--- src/rtl/filter_ctrl.sv ---
// Sequencer around an external shaping filter: flush after (re)configuration,
// arm on an ADC threshold crossing, capture the filter maximum over k+l+2 cycles, hold it for a handshake.
module filter_ctrl #(
  parameter int SIZE_ADC_DATA = 14,
  parameter int SIZE_CFG      = 16
) (
  input  logic                     clk,
  input  logic                     reset,
  input  logic                     cfg_we,
  input  logic [1:0]               cfg_addr,
  input  logic [SIZE_CFG-1:0]      cfg_wdata,
  input  logic [SIZE_ADC_DATA-1:0] adc_data,
  input  logic                     adc_valid,
  input  logic [SIZE_ADC_DATA-1:0] filt_data,
  output logic                     filt_clear,
  output logic [7:0]               filt_k,
  output logic [7:0]               filt_l,
  output logic [SIZE_CFG-1:0]      filt_m1,
  output logic [SIZE_CFG-1:0]      filt_m2,
  output logic [SIZE_ADC_DATA-1:0] peak_data,
  output logic                     peak_valid,
  input  logic                     peak_ready,
  output logic [7:0]               missed_cnt,
  output logic [1:0]               state
);

  typedef enum logic [1:0] {
    ST_FLUSH   = 2'd0,
    ST_ARMED   = 2'd1,
    ST_CAPTURE = 2'd2,
    ST_HOLD    = 2'd3
  } state_t;

  localparam int CMP_W = (SIZE_CFG > SIZE_ADC_DATA) ? SIZE_CFG : SIZE_ADC_DATA;

  state_t                     state_q, state_d;
  logic [8:0]                 cnt_q, cnt_d;
  logic [7:0]                 k_q, k_d;
  logic [7:0]                 l_q, l_d;
  logic [SIZE_CFG-1:0]        m1_q, m1_d;
  logic [SIZE_CFG-1:0]        m2_q, m2_d;
  logic [SIZE_CFG-1:0]        thr_q, thr_d;
  logic [SIZE_ADC_DATA-1:0]   max_q, max_d;
  logic [7:0]                 missed_q, missed_d;
  logic                       trigger;

  always_ff @(posedge clk) begin
    if (reset) begin
      state_q  <= ST_FLUSH;
      cnt_q    <= 9'd16;
      k_q      <= 8'd4;
      l_q      <= 8'd8;
      m1_q     <= SIZE_CFG'(1);
      m2_q     <= SIZE_CFG'(1);
      thr_q    <= SIZE_CFG'({SIZE_ADC_DATA{1'b1}});
      max_q    <= '0;
      missed_q <= 8'd0;
    end else begin
      state_q  <= state_d;
      cnt_q    <= cnt_d;
      k_q      <= k_d;
      l_q      <= l_d;
      m1_q     <= m1_d;
      m2_q     <= m2_d;
      thr_q    <= thr_d;
      max_q    <= max_d;
      missed_q <= missed_d;
    end
  end

  always_comb begin
    state_d  = state_q;
    cnt_d    = cnt_q;
    k_d      = k_q;
    l_d      = l_q;
    m1_d     = m1_q;
    m2_d     = m2_q;
    thr_d    = thr_q;
    max_d    = max_q;
    missed_d = missed_q;

    // Both operands widened so a threshold above the ADC range can never trigger.
    trigger = adc_valid && (CMP_W'(adc_data) > CMP_W'(thr_q));

    if (cfg_we) begin
      case (cfg_addr)
        2'd0: begin
          k_d = (cfg_wdata[7:0]  == 8'd0) ? 8'd1 : cfg_wdata[7:0];
          l_d = (cfg_wdata[15:8] == 8'd0) ? 8'd1 : cfg_wdata[15:8];
        end
        2'd1:    m1_d  = cfg_wdata;
        2'd2:    m2_d  = cfg_wdata;
        default: thr_d = cfg_wdata;
      endcase
    end

    case (state_q)
      ST_FLUSH: begin
        if (cnt_q != 9'd0) cnt_d = cnt_q - 9'd1;
        if (cnt_q <= 9'd1) state_d = ST_ARMED;
      end
      ST_ARMED: begin
        if (trigger) begin
          state_d = ST_CAPTURE;
          cnt_d   = {1'b0, k_q} + {1'b0, l_q} + 9'd2;
          max_d   = '0;
        end
      end
      ST_CAPTURE: begin
        max_d = (filt_data > max_q) ? filt_data : max_q;
        if (cnt_q != 9'd0) cnt_d = cnt_q - 9'd1;
        if (cnt_q <= 9'd1) state_d = ST_HOLD;
        if (trigger && missed_q != 8'hFF) missed_d = missed_q + 8'd1;
      end
      ST_HOLD: begin
        if (peak_ready) state_d = ST_ARMED;
        if (trigger && missed_q != 8'hFF) missed_d = missed_q + 8'd1;
      end
    endcase

    // A configuration write overrides any transition, including a coincident handshake.
    if (cfg_we) begin
      state_d = ST_FLUSH;
      cnt_d   = {1'b0, k_d} + {1'b0, l_d} + 9'd4;
      if (cfg_addr == 2'd3) missed_d = 8'd0;
    end
  end

  assign filt_clear = (state_q == ST_FLUSH);
  assign peak_valid = (state_q == ST_HOLD);
  assign peak_data  = max_q;
  assign filt_k     = k_q;
  assign filt_l     = l_q;
  assign filt_m1    = m1_q;
  assign filt_m2    = m2_q;
  assign missed_cnt = missed_q;
  assign state      = state_q;

endmodule

--- config.mk ---
export PLATFORM = sky130hd
export DESIGN_NAME = filter_ctrl
export DESIGN_NICKNAME = d
export VERILOG_FILES = /design/src/rtl/filter_ctrl.sv
export SDC_FILE = /design/constraint.sdc
export NUM_CORES = 1
export LEC_CHECK = 0
export BUFFER_PORTS_ARGS = -buffer_cell sky130_fd_sc_hd__buf_4
export CAP_MARGIN = 20
export CORE_MARGIN = 4
export CORE_UTILIZATION = 55
export CTS_CLUSTER_SIZE = 40
export DETAILED_ROUTE_END_ITERATION = 6
export GPL_TIMING_DRIVEN = 0
export PLACE_DENSITY = 0.81
export REMOVE_ABC_BUFFERS = 1
export SLEW_MARGIN = 15
export SYNTH_ARGS = -nofsm -noshare
export SYNTH_HDL_FRONTEND = slang
export SYNTH_SLANG_ARGS = --single-unit
--- constraint.sdc ---
create_clock -name clk -period 3.4 [get_ports clk]
set_input_delay 0.17 -clock clk [delete_from_list [all_inputs] [get_ports clk]]
set_output_delay 0.17 -clock clk [all_outputs]
set_load 0.02 [all_outputs]
== Word level (Yosys, flattened, before mapping) ==
Cells that the tools add are included.
Word-level totals
  word-level logic and storage cells: 74
  bits of input ports: 51
  output and inout port bits: 74
  flip-flop bits (word level): 97
Cells by class
  mux-type cells: 22
  equality and inequality tests: 14
  reduce and logical (&&, ||, !) cells: 19
  bitwise logic cells: 1
  $add $sub $neg: 6
  magnitude comparators: 3
Operator list (count)
  $mux 8: 10
  $mux 14: 2
  $pmux 14 s2: 1
  $mux 9: 3
  $add 8x8->9: 2
  $pmux 9 s2: 1
  $gt 14x16->1: 1
  $logic_not 8->1: 2
  $gt 14x14->1: 1
  $add 9x2->9 const B: 1
  $add 9x3->9 const B: 1
  $le 9x1->1 const B: 1
  $reduce_bool 9->1: 1
  $sub 9x1->9 const B: 1
  $add 8x1->8 const B: 1
  $eq 2x2->1 const B: 4
  $mux 2: 4
  $ne 8x8->1 const B: 1
  $pmux 2 s4: 1
  $ne 2x2->1 const B: 3
  $reduce_and 2->1: 3
  $reduce_and 3->1: 2
  $reduce_or 2->1: 3
  $eq 2x1->1 const B: 2
  other kinds (10): 13

== Longest topological paths before layout ==
  word-level depth: 7
  gate-level depth with buffers: 16
  depth with buffers taken out: 15

== Worst setup path before layout ==
Ideal clock, no wire load.
  path type: input-to-reg
  start: input port cfg_we
  end: register cnt_q[8]
  stages: 13
  arrival: 2970 ps
  data required time: 3342 ps
  library setup time: 58 ps
  slack: 371 ps
  path buffers: 1
  path through: inv_1 > nor3_1 > clkbuf_1 > mux2_2 > ha_1 > ha_1 > nand2_1 > o21ai_0 > o21a_1 > a311o_1 > xnor2_1 > a211oi_1 > o21a_1
Between the ends
  cells in the longest elaborated chain, start to end: 4
  elaborated cells between the ends (all ways): 9
  classes of those cells: add/sub: 2; eq/ne: 2; mux: 3; reduce/logical: 2
RTL lines
  start, declared: line 9  | input logic cfg_we,
  $mux 8: line 85  | if (cfg_we) begin
  net k_d[3]: line 38  | logic [7:0] k_q, k_d;
  $add 8x8->9: line 124  | cnt_d = {1'b0, k_d} + {1'b0, l_d} + 9'd4;
  $add 9x3->9: line 124
  $mux 9: line 122  | if (cfg_we) begin
  end signal, assigned: line 60  | cnt_q <= cnt_d;
  end, declared: line 37  | logic [8:0] cnt_q, cnt_d;
The timed path passes the listed nets, and every way through them passes these cells.
A chain may end at the register's enable or synchronous reset.

== Worst setup path after layout ==
  start: register thr_q[13]
  end: register cnt_q[1]
Between the ends
  cells in the longest elaborated chain, start to end: 4
RTL lines
  start, declared: line 42  | logic [SIZE_CFG-1:0] thr_q, thr_d;
  start signal, assigned: line 55  | thr_q <= SIZE_CFG'({SIZE_ADC_DATA{1'b1}});
  start signal, assigned: line 65  | thr_q <= thr_d;
  $gt 14x16->1: line 83  | trigger = adc_valid && (CMP_W'(adc_data) > CMP_W'(thr_q));
  $logic_and 1x1->1: line 83
  $ne 3x3->1 (no source line)
  $reduce_and 3->1 (no source line)
No other way between the ends.

==> summary.md <==
| Metric | Value |
|---|---|
| Commonest non-fill, non-tap cell in the layout | `buf_4` |
| Sink Count | `97` |
| Root Buffer | `clkbuf_8` |
| TNS Setup | `0 ns` |
| Starting Density | `56.5%` |
| Pre-CTS setup slack | `-0.461 ns` |
| I/O Pins | `125` |
| Synth async-reset ratio | `0%` |
| Top_reg_cell synth | `dfxtp_1` |
| # DRC | `0` |
| XOR/XNOR share of the synthesized area | `2.70%` |
| H-tree lvl count | `3` |
| Clk pin slew, worst setup/hold paths | `0.10 ns` |
| Core ar. | `9770 um2` |
| Worst setup EP type | `register` |
| Clk_lat worst skew | `0.37 ns` |
| Crit Path Max Fanout | `16` |
| 1st-pass router iterations | `5` |
| Vias/cell | `5.57` |
| Count of cell types in the netlist | `55` |
| Hold-fix buffers at CTS | `0` |
| Setup WS post-layout | `0.346 ns` |
| Tightest Pin Transition | `1.06 ns` |
| Area occupied by multi-input gates | `3280 um2` |
| Mapped cell area | `5520 um2` |
| CTS tree | `yes` |
| Simple-gate portion of the synthesized area | `20.2%` |
| Crit path kind | `register to register` |
| Power Internal | `1.74 mW` |
| Critical Path AT | `3.33 ns` |
| Clock power share | `30.7%` |
| Met3 usage | `5.49%` |
| M2 GR Usage | `41.7%` |
| Max Fclk | `327 MHz` |
| Synth-to-layout area growth | `22.0%` |
| Leakage | `3.00 nW` |
| Max Clock Skew | `0.0137 ns` |
| Clock Path Buffers | `2` |
| Post-synth EDFFs | `0` |
| Hold WS | `0.0447 ns` |
| Peak supply drop | `0.312 mV` |
| GR Overflow Total | `0` |
| WL/cell | `15.8 um` |
| CTS Buf Count | `9` |
| Vias in the first global route | `4871` |
| Pwr Density | `366 nW/um2` |
| Final setup fails | `0` |
| Final Hold Vio Count | `0` |
| Slew Limit Headroom | `29.2%` |
| GRT met1 Usage | `30.0%` |
| Number of DRC markers in iteration 0 | `317` |
| Post-layout nets | `891` |
| Vias | `5068` |
| Final Critical Period | `3.05 ns` |
| Seq cells post-synth | `97` |
| Final non-filler cell area | `6730 um2` |
| Status | `finished clean` |
| Ant diodes | `0` |
| Initial antenna violation count | `0` |
| Die X | `108 um` |
| Die area | `11700 um2` |
| Type of the tightest min-delay check | `input pin to register` |
| Seq. cell area | `1940 um2` |
| Layout cells sized above 1 | `21.1%` |
| Row count | `36` |
| Complex-gate fraction of the synthesized area | `18.2%` |
| YS warnings | `0` |
| Comb pwr share | `20.2%` |
| Antenna Nets Post-Route | `0` |
| GPL Wtd Cong | `0.830` |
| DP HPWL | `10.8 mm` |
| GR peak layer | `met2` |
| Mean Syn Cell Area | `8.30 um2` |
| Die height | `108 um` |
| Area after DPL | `6500 um2` |
| WL final | `14.4 mm` |
| Worst Path Required | `3.67 ns` |
| Main combinational cell family by area after synthesis | `simple AND/OR/NAND/NOR gates` |
| Post-synthesis mux area share | `2.77%` |
| Seq/Total Area, Yosys | `35.2%` |
| Reg power frac | `49.2%` |
| First-pass GRT wire length | `22.7 mm` |
| Switching Power | `732 uW` |
| GRT Overall Usage | `24.3%` |
| Sw Share | `29.6%` |
| RSZ-0062 raised after global routing | `false` |
| Adder-cell share of the synthesized area | `15.5%` |
| Worst Setup Start Kind | `register` |
| Max-slew violations | `0` |
| Port Buf Inserts | `124` |
| # fillers | `774` |
| Final core occ | `68.9%` |
| Commonest cells after routing, fill and taps aside | `128 x buf_4, 97 x dfxtp_1, 93 x nand2_1` |
| Largest net degree at the start of global routing | `90` |
| Cells after Synth | `665` |
| Fin crit share | `89.8%` |
| Max Cap Viol | `0` |
stage by stage:
| step | instances | power [mW] |
|---|---|---|
| finish | 910 | 2.47 |
| global placement | 890 | 1.71 |
| floorplan | 633 | 1.53 |
| CTS | 906 | 2.48 |
| detailed placement | 891 | 1.73 |
| global route | 910 | 2.59 |
flip-flops by register name, summed over array words and instances, names as in the netlist, 7 cells and up, named ones only:
signal      flops
peak_data      14
filt_m2        16
missed_cnt      8
filt_k          7
filt_m1        16
thr_q          16
filt_l          8
cnt_q           9
cells in the mapped netlist, drive strengths merged (6+ instances only):
| master | n | area share, % |
|---|---|---|
| or2 | 6 | 0.68 |
| nand2 | 93 | 6.3 |
| xnor2 | 9 | 1.4 |
| o21a | 9 | 1.2 |
| nand3 | 19 | 1.7 |
| a211oi | 12 | 1.9 |
| xor2 | 8 | 1.3 |
| mux2 | 10 | 2.0 |
| ha | 65 | 15 |
| a21o | 7 | 0.95 |
| nand2b | 22 | 2.5 |
| clkbuf | 28 | 1.9 |
| nand4 | 9 | 1.0 |
| inv | 47 | 3.2 |
| nor3 | 12 | 1.1 |
| o21ai | 21 | 1.9 |
| nor2 | 43 | 2.9 |
| nor2b | 17 | 1.9 |
| a21oi | 70 | 6.3 |
| dfxtp | 97 | 35 |
| a211o | 13 | 2.1 |
power groups by stage:
| stage | clock (mW) | combinational [mW] | sequential [mW] |
|---|---|---|---|
| floorplan | 0 | 0.273 | 1.26 |
| global placement | 0 | 0.469 | 1.24 |
| detailed placement | 0 | 0.487 | 1.24 |
| CTS | 0.771 | 0.493 | 1.21 |
| global route | 0.818 | 0.553 | 1.22 |
| finish | 0.756 | 0.497 | 1.21 |
worst max-delay path, stage by stage (launching register included):
cell and delay (ns):
dfxtp_1 0.33, inv_1 0.06, ha_1 0.31, nand4bb_1 0.16
or2_1 0.27, o32a_1 0.41, a221oi_2 0.90, o21ai_1 0.17
a211oi_1 0.33
what timing repair did:
| item | in CTS | in global routing |
|---|---|---|
| gates cloned | 0 | 0 |
| setup endpoints to repair | 1 | 1 |
| buffers inserted | 0 | 2 |
| gates resized for setup | 1 | 0 |
| pin swaps | 0 | 1 |
kinds of logic after synthesis:
logic type | after synthesis
xor+xnor | 17
compound gates | 155
buf+inv | 79
fa+ha+maj | 67
simple gates | 236
mux | 14
flops | 97
path summary, 6_finish.rpt:
| kind | end | cells after the start | slack, ns | from |
|---|---|---|---|---|
| max reg2reg | cnt_q[1] | 8 | 0.35 | thr_q[13] |
| min reg2reg | filt_m1[8] | 2 | 0.46 | filt_m1[8] |
| min | thr_q[2] | 2 | 0.04 | cfg_wdata[2] |
| max | cnt_q[1] | 8 | 0.35 | thr_q[13] |
area by class of cell:
cell class / instances / area share, %
sequential: 97 / 28.8
clock inverter: 6 / 1.02
clock buffer: 9 / 1.84
multi-input combinational: 489 / 48.8
tap: 133 / 2.47
timing repair buffer: 129 / 14.4
inverter: 47 / 2.62
layer usage:
layer	up-vias	routed length (um)
met2	166	7090
met3	27	933
met5	-	0
li1	2514	-
met4	0	355
met1	2361	6020
Note: power is estimated with default switching activity, not from simulation.
